<file path="config.mk">
export PLATFORM = sky130hd
export DESIGN_NAME = grant_scheduler_8
export DESIGN_NICKNAME = d
export VERILOG_FILES = /design/src/rtl/grant_scheduler_8.sv
export SDC_FILE = /design/constraint.sdc
export NUM_CORES = 1
export LEC_CHECK = 0
export CAP_MARGIN = 40
export CORE_MARGIN = 8
export CORE_UTILIZATION = 57
export CTS_BUF_LIST = sky130_fd_sc_hd__clkbuf_8
export DETAILED_ROUTE_END_ITERATION = 10
export PLACE_DENSITY = 0.83
export SLEW_MARGIN = 20
export SYNTH_ARGS = -nofsm -noshare
export SYNTH_HDL_FRONTEND = slang
export SYNTH_SLANG_ARGS = --single-unit
</file>
<file path="constraint.sdc">
create_clock -name clk -period 4.1 [get_ports clk]
set_input_delay 0.41 -clock clk [delete_from_list [all_inputs] [get_ports clk]]
set_output_delay 0.41 -clock clk [all_outputs]
set_load 0.05 [all_outputs]
</file>
<file path="src/rtl/grant_scheduler_8.sv">
// ---------------------------------------------------------------------------
// grant_scheduler_8
//
// Eight-way round-robin grant scheduler. One requester at a time owns a
// shared resource. The owner keeps it until it signals done or drops its
// request. After every release the bus sits idle for one cycle. Then the next
// requester in rotating priority order is granted.
//
// Optional feature (macro GRANT_TIMEOUT_EN):
//   When defined, a hold counter limits each grant to HOLD_MAX cycles. On a
//   forced release, timeout pulses for one cycle. When undefined, grants are
//   held indefinitely and timeout is tied low.
//
// Parameters:
//   HOLD_MAX   maximum cycles a grant may be held (2..255), timeout build only
//
// Ports:
//   clk        rising-edge clock
//   rst        asynchronous active-high reset
//   req[7:0]   request vector, bit i = requester i wants the resource
//   done       current grantee finished; only looked at while granting
//   gnt[7:0]   one-hot grant
//   gnt_idx    binary index of the current (or most recent) grantee
//   gnt_valid  high while a grant is active
//   timeout    one-cycle pulse when a grant is forcibly revoked
// ---------------------------------------------------------------------------
module grant_scheduler_8 #(
  parameter int HOLD_MAX = 16
) (
  input  logic       clk,
  input  logic       rst,
  input  logic [7:0] req,
  input  logic       done,
  output logic [7:0] gnt,
  output logic [2:0] gnt_idx,
  output logic       gnt_valid,
  output logic       timeout
);

  typedef enum logic {
    IDLE  = 1'b0,
    GRANT = 1'b1
  } state_t;

  state_t     state;
  logic [2:0] ptr;
  logic       pick_found;
  logic [2:0] pick_idx;
  logic [2:0] cand;
  logic       release_now;

  // Out-of-range hold limits are rejected at elaboration.
  if (HOLD_MAX < 2 || HOLD_MAX > 255) begin : g_hold_max_range
    $error("grant_scheduler_8: HOLD_MAX must be in 2..255");
  end

  // Rotating priority search. The scan runs from the lowest priority offset
  // to the highest. Each later hit overwrites an earlier one, so the
  // requester closest to ptr wins.
  always_comb begin
    pick_found = 1'b0;
    pick_idx   = ptr;
    cand       = ptr;
    for (int k = 7; k >= 0; k--) begin
      cand = ptr + 3'(k);
      if (req[cand]) begin
        pick_found = 1'b1;
        pick_idx   = cand;
      end
    end
  end

  // The owner gives the resource back either explicitly or by withdrawing its
  // request. Requests from other requesters are never looked at here.
  assign release_now = done | ~req[gnt_idx];

`ifdef GRANT_TIMEOUT_EN
  // The counter holds the number of completed grant cycles minus one at each
  // edge. When it equals HOLD_MAX-1, the current edge ends the HOLD_MAX-th
  // cycle.
  localparam logic [7:0] HOLD_LAST = 8'(HOLD_MAX - 1);

  logic [7:0] hold_cnt;
  logic       hit_limit;

  assign hit_limit = (hold_cnt == HOLD_LAST);
`else
  assign timeout = 1'b0;
`endif

  // Scheduler FSM. All outputs are registered so that reset clears them
  // immediately. A normal release takes precedence over the hold limit, so a
  // release in the same cycle as the limit never reports a timeout.
  always_ff @(posedge clk or posedge rst) begin
    if (rst) begin
      state     <= IDLE;
      ptr       <= 3'd0;
      gnt       <= 8'h00;
      gnt_idx   <= 3'd0;
      gnt_valid <= 1'b0;
`ifdef GRANT_TIMEOUT_EN
      hold_cnt  <= 8'd0;
      timeout   <= 1'b0;
`endif
    end else begin
`ifdef GRANT_TIMEOUT_EN
      timeout <= 1'b0;
`endif
      case (state)
        IDLE: begin
          if (pick_found) begin
            state     <= GRANT;
            gnt_idx   <= pick_idx;
            gnt_valid <= 1'b1;
            gnt       <= 8'h01 << pick_idx;
`ifdef GRANT_TIMEOUT_EN
            hold_cnt  <= 8'd0;
`endif
          end
        end

        GRANT: begin
          if (release_now) begin
            state     <= IDLE;
            gnt_valid <= 1'b0;
            gnt       <= 8'h00;
            ptr       <= gnt_idx + 3'd1;
          end
`ifdef GRANT_TIMEOUT_EN
          else if (hit_limit) begin
            state     <= IDLE;
            gnt_valid <= 1'b0;
            gnt       <= 8'h00;
            ptr       <= gnt_idx + 3'd1;
            timeout   <= 1'b1;
          end else begin
            hold_cnt  <= hold_cnt + 8'd1;
          end
`endif
        end

        default: begin
          state     <= IDLE;
          gnt_valid <= 1'b0;
          gnt       <= 8'h00;
        end
      endcase
    end
  end

endmodule

</file>
Word-level counts from Yosys, hierarchy flattened

Cells that the tools add are included.

$add $sub $neg: 8
Order comparisons: 9
Equal/unequal tests: 2
Shifts and indexed selects: 1
Muxes and demuxes: 43
Bitwise operators: 3
Reduce and logical (&&, ||, !) cells: 3

Operators by type and width:

| kind                                                                    | number |
|---|---|
| 3-bit by 4-bit < comparator with 1-bit output, second input constant    | 9 |
| 1-bit binary-select mux with 3-bit select                               | 9 |
| 3-bit 2-to-1 mux                                                        | 8 |
| 1-bit 2-to-1 mux                                                        | 21 |
| 8-bit 2-to-1 mux                                                        | 2 |
| 8-bit one-hot mux with 2 select lines                                   | 1 |
| 3-bit adder, second input constant                                      | 4 |
| 1-bit by 3-bit << shifter with 8-bit output, first input constant       | 1 |
| 3-bit by 1-bit adder with 3-bit output, second input constant           | 2 |
| 3-bit by 2-bit adder with 3-bit output, second input constant           | 2 |
| 2-bit AND reduction                                                     | 3 |
| 1-bit one-hot mux with 2 select lines                                   | 2 |
| 2-bit by 1-bit inequality test with 1-bit output, second input constant | 1 |
| 2-bit inequality test, second input constant                            | 1 |
| 1-bit NOT                                                               | 2 |
| 1-bit bitwise OR                                                        | 1 |

Bits in registers: 16
Bits of input ports: 11
Output and inout port bits: 13
Word-level logic and storage cells: 74

Logic depth before layout (Yosys ltp)

Depth after elaboration: 14
Depth in mapped cells: 13
Gate-level depth less buffers: 9

Least setup slack after synthesis

OpenSTA, ideal clock, no wires.

Kind: register to register
Start point: register ptr[0]
End point: register gnt[0]
Library setup time: 0.095 ns
Arrival time: 3.220 ns
Required time: 4.005 ns
Path slack: 0.785 ns
Cell stages (with the launch flop): 13
Path buffers: 3
Period minus slack after synthesis: 3.315 ns
Cell sequence: dfrtp_1 > buf_6 > clkbuf_1 > inv_1 > ha_1 > buf_2 > mux4_2 > and2_1 > o31a_1 > o32a_1 > a2111oi_0 > nor2_1 > o31ai_1

Longest elaborated chain between the ends: 14
Elaborated cells between the ends (all ways): 44
Classes of those cells: add/sub: 7; eq/ne: 1; shift: 1; mux: 34; reduce/logical: 1

Ends and longest elaborated chain:

| element                                     | line | text |
|---|---|---|
| from (decl)                                 | 46   | `logic [2:0] ptr;` |
| from (signal assigned)                      | 127  | `ptr <= gnt_idx + 3'd1;` |
| 3-bit adder                                 | 65   | `cand = ptr + 3'(k);` |
| 1-bit binary-select mux with 3-bit select   | 66   | `if (req[cand]) begin` |
| 1-bit 2-to-1 mux (not written as such)      | 66   |  |
| 3-bit 2-to-1 mux (8 in series)              | 66   |  |
| 1-bit by 3-bit << shifter with 8-bit output | 115  | `gnt <= 8'h01 << pick_idx;` |
| 8-bit 2-to-1 mux                            | 111  | `if (pick_found) begin` |
| 8-bit one-hot mux with 2 select lines       | 109  | `case (state)` |
| to (signal assigned)                        | 115  |  |
| to (decl)                                   | 34   | `output logic [7:0] gnt,` |

Several ways; a longest one is shown, not always the timed one. The select of a mux whose other input is x is not followed.
A chain may end at the register's enable or synchronous reset.

Worst setup path after layout

Start point: register ptr[0]
End point: register gnt_idx[1]

Longest elaborated chain between the ends: 12
Elaborated cells between the ends (all ways): 40
Classes of those cells: add/sub: 7; mux: 32; reduce/logical: 1

Ends and longest elaborated chain:

| element                                   | line | text |
|---|---|---|
| 3-bit adder                               | 65   |  |
| 1-bit binary-select mux with 3-bit select | 66   |  |
| 1-bit 2-to-1 mux (not written as such)    | 66   |  |
| 1-bit 2-to-1 mux (8 in series)            | 66   |  |
| 2-bit AND reduction (no line)             | --   |  |
| to (signal assigned)                      | 113  | `gnt_idx <= pick_idx;` |
| to (decl)                                 | 35   | `output logic [2:0] gnt_idx,` |

Several ways; a longest one is shown, not always the timed one. The select of a mux whose other input is x is not followed.

==> results.ini <==
[status]
status = finished, final reports clean

[cells_and_area]
diodes = 0
multi_input_area_sq_um = 1170
num-fill-cells = 203
nNetsFinal = 202
drive_gt1_share_pct = 15.6
regArea_sq_um = 400
syn_to_final_growth_pct = 15.9

[critical_path]
required_ps = 4280
startpoint = ptr[0]$_DFFE_PP0P_
arrival_ps = 3590
end_kind = flop
path_cells = inv_1 -> ha_1 -> mux2i_1 -> mux2i_1 -> o22ai_1 -> o211ai_1 -> o31ai_4 -> nand3b_2 -> a21boi_1
crit_type = reg2reg
worstReg2RegStart = ptr[0]$_DFFE_PP0P_
cp-start-kind = flop
path_common_cell = mux2i_1
cp_max_fo = 16
cp.buffers_inverters = 1
max_stage_delay_ps = 630
slowest_stage = ha_1
crit_family = compound AO/OA/AOI/OAI gates

[grt]
grt_usage_pct = 17.1
grt_pass1_vias = 1433
grt_pass1_wl_microns = 7070
overflow = 0
grt_max_degree = 21
antenna_found_initial = 0

[logic_synthesis]
synthDistinctLibCells = 53
syn_area_sq_um = 1650
syn_inst = 169
yosysWarnings = 0
ys_async_sr_fraction_pct = 100
syn_nets = 183
yosys-top-cells-count = nand2_1, dfrtp_1, mux2i_1, mux4_2, nand3_1
synth_top_area_cell = dfrtp_1
syn_avg_cell_area_sq_um = 9.79
ys_seq_area_share_pct = 24.2
synthFlopType = dfrtp_1
synth_edf_count = 0
yosys-top-cells-area = dfrtp_1, mux4_2, mux2i_1
ys_ff_latch = 16
synth_top_area_share_pct = 24.2
synth.most_common_cell = nand2_1

[placement]
dpl.hpwl_microns = 3050
numPortBuffers = 22
gp_congestion = 0.958

[routing]
wl_microns = 4130
drc_errors = 0
avgViaCountPerCell = 6.75
antenna_left = 0
via_count = 1464
firstDrtPassIters = 4
routedWlPerCell_microns = 19.0
drt_iter0_drc = 86

[sta]
fin_skew_ps = 1.85
tns_ps = 0
relSlewSlack_pct = 49.6
drv_slew = 0
min_period_ps = 3410
grt_setup_unrepaired = no
fin_crit_sh_pct = 83.1
max_freq_mhz = 293
tightest_slew_ps = 756
setup_viol = 0
hold_viol = 0

[clocking]
root_buffer = clkbuf_8
clk_latency_ps = 250
numCtsBuffers = 3
cts_max_level = 1
cts_hold_buf = 0
cts_tree = yes
path_clk_slew_ps = 60
cts.path.max_buffers = 2
cts_setup_buffers = 0
ctsResizeCount = 0
clock_sinks = 16

[die]
die_y_microns = 69.9
start_util_pct = 60.0
ioPinCount = 24
die_area_sq_um = 4880
core_sq_um = 2760
die_w_microns = 69.9
rows = 19

[min_path]
hold_path_startpoint = gnt_valid$_DFFE_PP0P_
hp-class = reg2reg

[flow_run]
cap_violations = 0

## metrics by stage
stage	hold slack, ps	instance area [sq um]	worst slack (ps)	utilization [%]	cells
3_5_place_dp	488	1880	725	68.0	214
3_3_place_gp	474	1880	803	68.0	214
6_report	500	1920	691	69.5	217
5_1_grt	546	1920	344	69.5	217
4_1_cts	501	1920	726	69.5	217
2_1_floorplan	324	1650	785	-	169
## path summary, 6_finish.rpt
check,slack [ps],end,depth (start not counted)
max,690,gnt_idx[1]$_DFFE_PP0P_,9
min,500,gnt_valid$_DFFE_PP0P_,2
max reg2reg,690,gnt_idx[1]$_DFFE_PP0P_,9
min reg2reg,500,gnt_valid$_DFFE_PP0P_,2
max in group asynchronous,3140,gnt[4]$_DFFE_PP0P_,2
min in group asynchronous,570,ptr[0]$_DFFE_PP0P_,2
## layout by cell type (no fill, tap or decap), types with 2 or more instances in the layout
master and n:
clkdlybuf4s50_1 22, nand2_1 17, dfrtp_1 16, mux4_2 13
mux2i_1 13, nand3_1 12, a21oi_1 8, o31ai_1 8
inv_1 7, o21ai_0 7, mux2_2 4, xor2_1 3
or2_1 3, ha_1 3, clkbuf_8 3, buf_4 3
a21o_1 2, and2_1 2, nor2_1 2, nor2b_1 2
xnor2_1 2, o211ai_1 2, nand2b_1 2, xnor2_2 2
o21ai_1 2
## logic make-up after synthesis
| family | after synthesis | synth area share, % |
|---|---|---|
| and+or+nand+nor | 48 | 14.9 |
| other | 1 | 0.227 |
| adders and majority gates | 3 | 2.27 |
| muxes | 30 | 28.3 |
| buffers and inverters | 18 | 5.22 |
| AOI/OAI and AO/OA | 46 | 20.3 |
| xor gates and xnor gates | 7 | 4.61 |
| DFF | 16 | 24.2 |
## layer usage
layer / track usage, % / vias up / share of wire [%]
met2: 26.6 / 54 / 49
li1: - / 686 / -
met1: 23.0 / 716 / 43
met4: 3.57 / 0 / 1.5
met5: 0 / - / 0
met3: 4.94 / 8 / 6.3
## worst min-delay path, stage by stage, from the launching register on
cell and delay (ps):
dfrtp_1 350, nand2_1 60, nand2_1 60
## registers in the layout, indices dropped and copies added (netlist names)
name       cells
gnt_valid      1
state          1
ptr            3
gnt_idx        3
gnt            8
## final cells by class
class	instances	area share, %
multi-input combinational	135	60.9
sequential	16	20.9
timing repair buffer	25	12.7
clock buffer	3	2.15
tap	31	2.02
inverter	7	1.37
Power is not shown: default switching activity piles up to over one toggle a cycle in this logic, so the estimate is an artifact.
==> edit: new RTL, same settings <==
Make the reset (`rst`) synchronous in one clocked block. Comments in the files are not updated.
--- a/src/rtl/grant_scheduler_8.sv
+++ b/src/rtl/grant_scheduler_8.sv
@@ -91,7 +91,7 @@
   // Scheduler FSM. All outputs are registered so that reset clears them
   // immediately. A normal release takes precedence over the hold limit, so a
   // release in the same cycle as the limit never reports a timeout.
-  always_ff @(posedge clk or posedge rst) begin
+  always_ff @(posedge clk) begin
     if (rst) begin
       state     <= IDLE;
       ptr       <= 3'd0;
Check against the original RTL: differs if rst is asserted again (counterexample within 4 cycles, from zero or initial values and one cycle with rst high); with rst held inactive, the same outputs for 10 cycles.
==> edit against the unedited design <==
Area after synthesis decreased by 3.6%. Critical path depth unchanged. First-iteration DRC count decreased by 30%. Cell count unchanged. Fmax increased by 6.4%. Worst setup slack improved by 0.20 ns. Count of clock-buffer cells in the layout increased by 1. Routed wire length decreased by 5.5%. Sequential cell count unchanged. Highest routed layer unchanged. Cell area decreased by 2.4%.
==> edit: results <==
export IMPL_status="complete, no violations"
export IMPL_p_leak_uw=0.000667
export IMPL_drt_iter0_drc=60
export IMPL_drcViolationCount=0
export IMPL_wl_per_cell_um=18.0
export IMPL_yosysWarnings=0
export IMPL_post_cts_setup_buffer_count=0
export IMPL_place_congestion=0.931
export IMPL_hold_ws_ns=0.455
export IMPL_worst_path_max_fanout=12
export IMPL_synth_fp_nets=181
export IMPL_internal_power_uw=548
export IMPL_relSlewSlack_pct=53.7
export IMPL_viasPerCell=6.60
export IMPL_first_pass_iters=4
export IMPL_hp_class="flip-flop to flip-flop"
export IMPL_yosys_most_used_dff="dfxtp_1"
export IMPL_clock_latency_ns=0.25
export IMPL_tritoncts="done"
export IMPL_pre_cts_slack_ns=0.878
export IMPL_grt_max_degree=19
export IMPL_nets=201
export IMPL_numCtsBuffers=3
export IMPL_n_antenna_cell=0
export IMPL_cts_resized_gates=0
export IMPL_synth_compound_area_share_pct=23.9
export IMPL_dp_hpwl_um=2970
export IMPL_grt_first_pass_wirelength_um=6610
export IMPL_antenna_found_initial=0
export IMPL_vdd_ir_drop_max_mv=0.551
export IMPL_fin_skew_ns=0.00529
export IMPL_synth_area_leaders="mux4_2 25%, dfxtp_1 20%, mux2i_1 3.8%"
export IMPL_synthAdderAreaFrac_pct=2.35
export IMPL_synth_mux_area_share_pct=32.7
export IMPL_reg2reg_slack_ns=0.89
export IMPL_top_regs="gnt x8, gnt_idx x3, ptr x3"
export IMPL_cts_root_buf="clkbuf_8"
export IMPL_cp_data_arrival_time_ns=3.34
export IMPL_drive_gt1_share_pct=17.7
export IMPL_cts_buffer_depth=2
export IMPL_fillers=204
export IMPL_async_reset_ff_share_pct=0
export IMPL_io_buffers=22
export IMPL_synth_xor_xnor_area_share_pct=3.29
export IMPL_tns_ns=0
export IMPL_htree_num_levels=1
export IMPL_synthDistinctLibCells=47
export IMPL_yosysSeqAreaShare_pct=20.1
export IMPL_grt_use_total_pct=17.9
export IMPL_yosys_top_cells_count="18 x mux4_2, 16 x dfxtp_1, 15 x nand2_1, 14 x nor2_1, 9 x a21oi_1"
export IMPL_clk_pin_slew_worst_paths_ns=0.06
export IMPL_period_share_pct=78.2
export IMPL_gr_total_overflow=0
## edit: changes by cell type after synthesis, moves of 3 or more
cell / delta
o31ai_1: -3
a211oi_1: +5
mux4_2: +5
a32o_1: +4
o21a_1: +3
dfxtp_1: +16
o21ai_0: -4
dfrtp_1: -16
nor2_1: +12
or2_1: -3
mux2i_1: -7
nand3_1: -10
## edit: final timing paths
path,startpoint,to,depth (start not counted)
worst min-delay path,gnt[2],gnt[2],2
worst max register to register,ptr[0],gnt[5],9
worst min register to register,gnt[2],gnt[2],2
worst max-delay path,ptr[0],gnt[5],9
## edit: worst max-delay path, cell delays in order (launching register included)
cell	delay (ns)
dfxtp_1	0.35
inv_2	0.09
ha_1	0.64
mux4_2	0.44
mux2_2	0.30
a21o_1	0.18
a211o_1	0.29
a311oi_2	0.35
nor3b_1	0.16
a32o_1	0.29
## edit: stage by stage
stage | std cells | area [um2]
after floorplan | 167 | 1600
after global placement | 213 | 1820
after detailed placement | 213 | 1820
after CTS | 217 | 1870
after global routing | 217 | 1870
final | 217 | 1870
## edit: final cells by class
class	instances	share of cell area (%)
Timing Repair Buffer	25	13.0
Multi-Input combinational cell	133	63.3
Inverter	8	1.61
Sequential cell	16	17.1
Tap cell	31	2.07
Clock buffer	4	2.94
## edit: power by group through the flow
stage | clock (uW) | sequential [uW] | combinational, uW
detailed placement | 0 | 213 | 657
global route | 149 | 212 | 720
CTS | 141 | 210 | 662
finish | 139 | 209 | 663
floorplan | 0 | 288 | 434
global placement | 0 | 212 | 642
## edit: metal layers
layer / vias to the layer above / share of wire, % / GRT usage, %
li1: 692 / - / -
met1: 681 / 42 / 22.6
met2: 55 / 50 / 29.8
met3: 4 / 7.3 / 5.49
met4: 0 / 0.49 / 3.26
met5: - / 0 / 0
